==> src/rtl/subband_synth_combiner.sv <==
// Synthesis combiner: per-channel gain and sum of one filterbank frame into an sfix13_En12 sample,
// using a single serial MAC stepped across the channels, with a valid/ready output port.
module subband_synth_combiner #(
  parameter int NUM_CH = 16,
  parameter int IN_W   = 33,
  parameter int GAIN_W = 16,
  parameter int OUT_W  = 13,
  parameter int ACC_W  = 53
) (
  input  logic                         clock,
  input  logic                         reset,
  input  logic [NUM_CH-1:0][IN_W-1:0]  ch_in,
  input  logic                         in_valid,
  output logic                         in_ready,
  input  logic                         gain_we,
  input  logic [3:0]                   gain_addr,
  input  logic [GAIN_W-1:0]            gain_data,
  output logic                         gain_err,
  output logic [OUT_W-1:0]             out_data,
  output logic                         out_sat,
  output logic                         out_valid,
  input  logic                         out_ready,
  output logic [7:0]                   drop_cnt
);

  localparam int CH_W      = $clog2(NUM_CH);
  localparam int PROD_W    = IN_W + GAIN_W;
  localparam int PROD_FRAC = (IN_W - 1) + (GAIN_W - 2);
  localparam int FRAC_DROP = PROD_FRAC - (OUT_W - 1);
  localparam int R_W       = ACC_W - FRAC_DROP;
  localparam logic [CH_W-1:0]        LAST_CH  = CH_W'(NUM_CH - 1);
  localparam logic [GAIN_W-1:0]      UNITY    = GAIN_W'(1 << (GAIN_W - 2));
  localparam logic signed [R_W-1:0]  OUT_MAX  = R_W'((2 ** (OUT_W - 1)) - 1);
  localparam logic signed [R_W-1:0]  OUT_MIN  = R_W'(-(2 ** (OUT_W - 1)));

  typedef enum logic [1:0] {IDLE, ACCUM, ROUND, HOLD} state_t;

  state_t state, state_nxt;

  logic signed [IN_W-1:0]   frame [NUM_CH];
  logic signed [GAIN_W-1:0] gain  [NUM_CH];
  logic signed [ACC_W-1:0]  acc;
  logic [CH_W-1:0]          ch;
  logic signed [IN_W-1:0]   x_sel;
  logic signed [GAIN_W-1:0] g_sel;
  logic signed [PROD_W-1:0] prod;
  logic                     addr_ok;
  logic [OUT_W:0]           rounded;

  // Round half up from the product's En46 grid down to En12.
  function automatic logic signed [R_W-1:0] round_half_up(input logic signed [ACC_W-1:0] a);
    logic signed [ACC_W-1:0] biased;
    biased = a + (ACC_W'(1) << (FRAC_DROP - 1));
    return R_W'(biased >>> FRAC_DROP);
  endfunction

  // Clamp to the output range; MSB of the result flags that clamping happened.
  function automatic logic [OUT_W:0] saturate(input logic signed [R_W-1:0] r);
    if (r > OUT_MAX)
      return {1'b1, OUT_MAX[OUT_W-1:0]};
    else if (r < OUT_MIN)
      return {1'b1, OUT_MIN[OUT_W-1:0]};
    else
      return {1'b0, r[OUT_W-1:0]};
  endfunction

  assign in_ready = (state == IDLE);
  assign addr_ok  = (32'(gain_addr) < 32'(NUM_CH));
  assign x_sel    = frame[ch];
  assign g_sel    = gain[ch];
  assign prod     = x_sel * g_sel;
  assign rounded  = saturate(round_half_up(acc));

  always_ff @(posedge clock) begin
    if (!reset)
      state <= IDLE;
    else
      state <= state_nxt;
  end

  always_comb begin
    state_nxt = state;
    case (state)
      IDLE:    if (in_valid) state_nxt = ACCUM;
      ACCUM:   if (ch == LAST_CH) state_nxt = ROUND;
      ROUND:   state_nxt = HOLD;
      HOLD:    if (out_valid && out_ready) state_nxt = IDLE;
      default: state_nxt = IDLE;
    endcase
  end

  // Frame capture: loaded only on an accepted frame, so no reset is needed.
  always_ff @(posedge clock) begin
    if (state == IDLE && in_valid) begin
      for (int i = 0; i < NUM_CH; i++)
        frame[i] <= ch_in[i];
    end
  end

  always_ff @(posedge clock) begin
    if (!reset) begin
      acc       <= '0;
      ch        <= '0;
      out_valid <= 1'b0;
      out_data  <= '0;
      out_sat   <= 1'b0;
      gain_err  <= 1'b0;
      drop_cnt  <= '0;
      for (int i = 0; i < NUM_CH; i++)
        gain[i] <= UNITY;
    end else begin
      gain_err <= 1'b0;
      if (gain_we) begin
        if (state == IDLE && addr_ok)
          gain[gain_addr] <= gain_data;
        else
          gain_err <= 1'b1;
      end

      if (in_valid && state != IDLE && drop_cnt != 8'hFF)
        drop_cnt <= drop_cnt + 8'd1;

      case (state)
        IDLE: begin
          if (in_valid) begin
            acc <= '0;
            ch  <= '0;
          end
        end
        // ACCUM -> ROUND: one channel product per clock, sign-extended into the accumulator.
        ACCUM: begin
          acc <= acc + {{(ACC_W - PROD_W){prod[PROD_W-1]}}, prod};
          ch  <= ch + CH_W'(1);
        end
        // ROUND -> HOLD: result registered and held until accepted.
        ROUND: begin
          out_sat   <= rounded[OUT_W];
          out_data  <= rounded[OUT_W-1:0];
          out_valid <= 1'b1;
        end
        HOLD: begin
          if (out_ready)
            out_valid <= 1'b0;
        end
        default: ;
      endcase
    end
  end

endmodule

==> config.mk <==
export PLATFORM = sky130hd
export DESIGN_NAME = subband_synth_combiner
export DESIGN_NICKNAME = d
export VERILOG_FILES = /design/src/rtl/subband_synth_combiner.sv
export SDC_FILE = /design/constraint.sdc
export NUM_CORES = 2
export LEC_CHECK = 0
export BUFFER_PORTS_ARGS = -buffer_cell sky130_fd_sc_hd__buf_2
export CAP_MARGIN = 10
export CORE_ASPECT_RATIO = 2
export CORE_UTILIZATION = 53
export CTS_BUF_LIST = sky130_fd_sc_hd__clkbuf_2
export CTS_CLUSTER_DIAMETER = 80
export CTS_CLUSTER_SIZE = 14
export DETAILED_ROUTE_END_ITERATION = 10
export GPL_TIMING_DRIVEN = 1
export PLACE_DENSITY = 0.73
export SETUP_SLACK_MARGIN = 0.1
export SKIP_CTS_REPAIR_TIMING = 1
export SYNTH_ARGS = -nofsm -noshare
export SYNTH_HDL_FRONTEND = slang
export SYNTH_SLANG_ARGS = --single-unit
==> constraint.sdc <==
create_clock -name clock -period 18.9 [get_ports clock]
set_clock_uncertainty 0.1 [all_clocks]
set_input_delay 3.78 -clock clock [delete_from_list [all_inputs] [get_ports clock]]
set_output_delay 3.78 -clock clock [all_outputs]
set_load 0.005 [all_outputs]
# Word-level counts from Yosys, hierarchy flattened
# Memory sizes are Yosys's and may differ from the RTL's. A register that Yosys moved wholly into a read port is not among the register bits.
# Cells that the tools add are included.
[op_classes] n_addsub=4 multipliers=1 magnitude_cmp=2 n_eq_ne=9 n_mux=27 reduce_logical=13
[ops] cell="case mux 53 bit (2 select lines)" n=1
[ops] cell="adder 53 x 35 -> 53 bit (second input constant)" n=1
[ops] cell="adder 53 bit" n=1
[ops] cell="two-way mux 53 bit" n=1
[ops] cell="multiplier 33 x 16 -> 49 bit" n=1
[ops] cell="two-way mux 14 bit" n=2
[ops] cell="two-way mux 4 bit" n=6
[ops] cell="greater-than comparator 19 x 13 -> 1 bit (second input constant)" n=1
[ops] cell="less-than comparator 19 x 13 -> 1 bit (second input constant)" n=1
[ops] cell="two-way mux 16 bit" n=1
[ops] cell="OR reduction 16 bit" n=1
[ops] cell="two-way mux 1 bit" n=10
[ops] cell="adder 8 x 1 -> 8 bit (second input constant)" n=1
[ops] cell="!= test 2 bit (second input constant)" n=4
[ops] cell="!= test 8 bit (second input constant)" n=1
[ops] cell="case mux 2 bit (4 select lines)" n=1
[ops] cell="case mux 4 bit (2 select lines)" n=1
[ops] cell="two-way mux 2 bit" n=3
[ops] cell="AND reduction 2 bit" n=3
[ops] cell="nonzero test 2 bit" n=3
[ops] cell="adder 4 x 1 -> 4 bit (second input constant)" n=1
[ops] cell="equality test 2 bit (second input constant)" n=2
[ops] cell="equality test 4 bit (second input constant)" n=1
[ops] cell="logical AND 1 bit" n=4
[ops] cell="4 further kinds" n=4
[totals] reg_bits=83 ram_bits=784 in_bits=553 output_inout_bits=25 wordCells=66 mem_count=2
[memory_table] memory="frame" depth=16 word_bits=33 rd=1 rd_clocked_by_memory_dff=1 wr=16 line="40" rtl="logic signed [IN_W-1:0] frame [NUM_CH];"
[memory_table] memory="gain" depth=16 word_bits=16 rd=1 rd_clocked_by_memory_dff=1 wr=16 line="41" rtl="logic signed [GAIN_W-1:0] gain [NUM_CH];"

# Depth between registers and ports, before layout
[depth] ltp_word=7 mapped_depth=47

# Worst setup path before layout
# No wires, ideal clock.
[synth_path] kind="input to register" from="input port in_valid" to="memory frame[0][0], enable pin" setup_ns=0.959 t_arrival_ns=15.544 t_required_ns=17.841 slack_ns=2.298 cell_stages=1 n_path_buf=0 path_cell_list="and2_1"
[synth_rtl] item="start, declared" line="13" rtl="input logic in_valid,"
[synth_rtl] item="end, declared" line="40"

==> impl_metrics.ini <==
[synth]
ys_top_cells_by_count = 784 x edfxtp_1, 590 x inv_1, 501 x fa_1
seq_area_frac_synth_pct = 45.2
yosysTopAreaCellShare_pct = 42.1
ys_ff_latch = 871
yosysMostFrequentCell = edfxtp_1
netlist_area_sq_mm = 0.0559
yosysWarnings = 0
synthTopCellsByArea = edfxtp_1 42%, fa_1 18%, mux4_2 9.4%
synth_edf_count = 784
avgSynthCellArea_sq_um = 13.0
async_flop_share_pct = 0
synth_top_flop_cell = edfxtp_1
synth_area_leader_cell = edfxtp_1
netlist-cell-type-count = 95
synth_nets = 5515
synthCells = 4285

[timing]
hold_viol = 0
fmax_mhz = 80.5
min_period_ps = 12420
tightest_slew_ps = 1160
fin_crit_sh_pct = 65.7
layout_setup_ws_ps = 6480
timing.hold.ws_ps = 395
rsz0062_at_grt = false
slew_violations = 0
slew_headroom_pct = 22.1
setup_violations = 0
setup_tns_ps = 0

[drt]
routedWlPerCell_um = 24.1
wl_mm = 149
vias = 35800
post_drt_via_cell_ratio = 5.77
drtAntennaViolNets = 0
drtIter0Drc = 2454
firstDrtPassIters = 7
drc = 0

[layout]
n_fill_cell = 8599
multi_input_area_sq_mm = 0.0276
fin_nets = 6015
drive_gt1_share_pct = 21.4
finalCoreUtilization_pct = 58.1
syn_to_final_growth_pct = 8.83
regArea_sq_mm = 0.0253

[clock_tree]
clk_pin_slew_ps = 290
cts.sinks = 871
clk_latency_ps = 1420
cts.path.max_buffers = 3
cts_buffers = 74
cts_tree = built
cts_root_buf = clkbuf_2
htreeDepth = 3

[global_route]
overflow = 0
grt_pass1_wl_mm = 222
grt_usage_pct = 28.5
grt_max_degree = 193
antenna_found_initial = 35
first_global_vias = 38700

[floorplan]
initial_core_util_pct = 53.4
die_y_um = 461
core-area_sq_mm = 0.105
placementRows = 168
dieArea_sq_mm = 0.107
ios = 578
die_w_um = 232

[critical_path]
crit_top_cell = fa_1
path_buf_inv = 6
cp_max_fo = 89
required_ps = 20110
cp-end-kind = register
max_stage_delay_ps = 910
critPathLaunchType = register
cp_top_family = adder cells
arrival_ps = 13630
worstSetupPathType = reg -> reg
slowest_stage = o21ai_1

[run]
cap_violations = 0

[run_status]
status = completed

[placement]
dp_slack_ps = 6380
dp_hpwl_mm = 113
port_buffers = 577
gp_congestion = 0.950

[hold_path]
hp-class = reg -> reg
stage by stage:
step           cell area (sq um)  instances
2_1_floorplan              55900       4285
3_3_place_gp               60100       6069
3_5_place_dp               60100       6069
4_1_cts                    60800       6169
5_1_grt                    60800       6199
6_report                   60800       6201
area by class of cell:
cell class,count,share of cell area [%]
Timing Repair Buffer,628,5.48
Clock buffer,90,0.740
Sequential cell,871,41.6
Clock inverter,10,0.298
Antenna cell,32,0.132
Inverter,592,3.65
Tap cell,1360,2.80
Multi-Input combinational cell,2618,45.3
worst min-delay path, cell delays in order, from the launching register on:
cell	delay, ps
dfxtp_1	380
nand2_1	50
o21ai_0	60
flip-flops by register name, indices dropped and copies added (netlist names), 2 cells and up, named ones only:
name      cells
drop_cnt      8
acc          53
frame       528
ch            4
out_data     13
state         2
gain        256
cells by family (layout without fill, tap and decap cells):
| logic type | after synthesis | in the layout | synth area share, % |
|---|---|---|---|
| other | 0 | 32 | 0 |
| AO/OA/AOI/OAI | 424 | 424 | 5.20 |
| adder cells (fa/ha/maj) | 677 | 677 | 21.9 |
| AND/OR/NAND/NOR | 1133 | 1133 | 10.3 |
| buffers and inverters | 796 | 1320 | 5.51 |
| multiplexers | 261 | 261 | 9.94 |
| flip-flops | 871 | 871 | 45.2 |
| XOR/XNOR | 123 | 123 | 1.93 |
path summary, 6_finish.rpt:
check,startpoint,end,slack (ps),cells after the start
worst max-delay path,register,acc[46],6480,37
worst min-delay path,acc[32],acc[32],400,2
worst max register to register,register,acc[46],6480,37
worst min register to register,acc[32],acc[32],400,2
layer usage:
| metal | vias up | routed length (um) | GRT usage, % |
|---|---|---|---|
| li1 | 15600 | - | - |
| met1 | 18100 | 47800 | 28.5 |
| met2 | 1438 | 81000 | 52.0 |
| met3 | 561 | 8620 | 4.60 |
| met4 | 10 | 11900 | 22.1 |
| met5 | - | 66 | 0.0466 |
cell usage in the layout, fill, tap and decap left out, types with 31 or more instances in the layout:
cell,count
mux4_2,234
nor2_1,173
o21bai_1,32
xor2_1,43
o21ai_1,36
a21oi_1,94
nand2_1,360
buf_2,577
and2_1,287
clkbuf_2,90
dfxtp_1,83
ha_1,176
buf_4,46
o21ai_0,55
diode_2,32
nand2b_1,39
nand3_1,31
fa_1,501
inv_1,590
a21o_1,56
a22oi_1,34
edfxtp_1,784
xnor2_1,80
nor2b_1,147
Power is not shown: default switching activity piles up to over one toggle a cycle in this logic, so the estimate is an artifact.
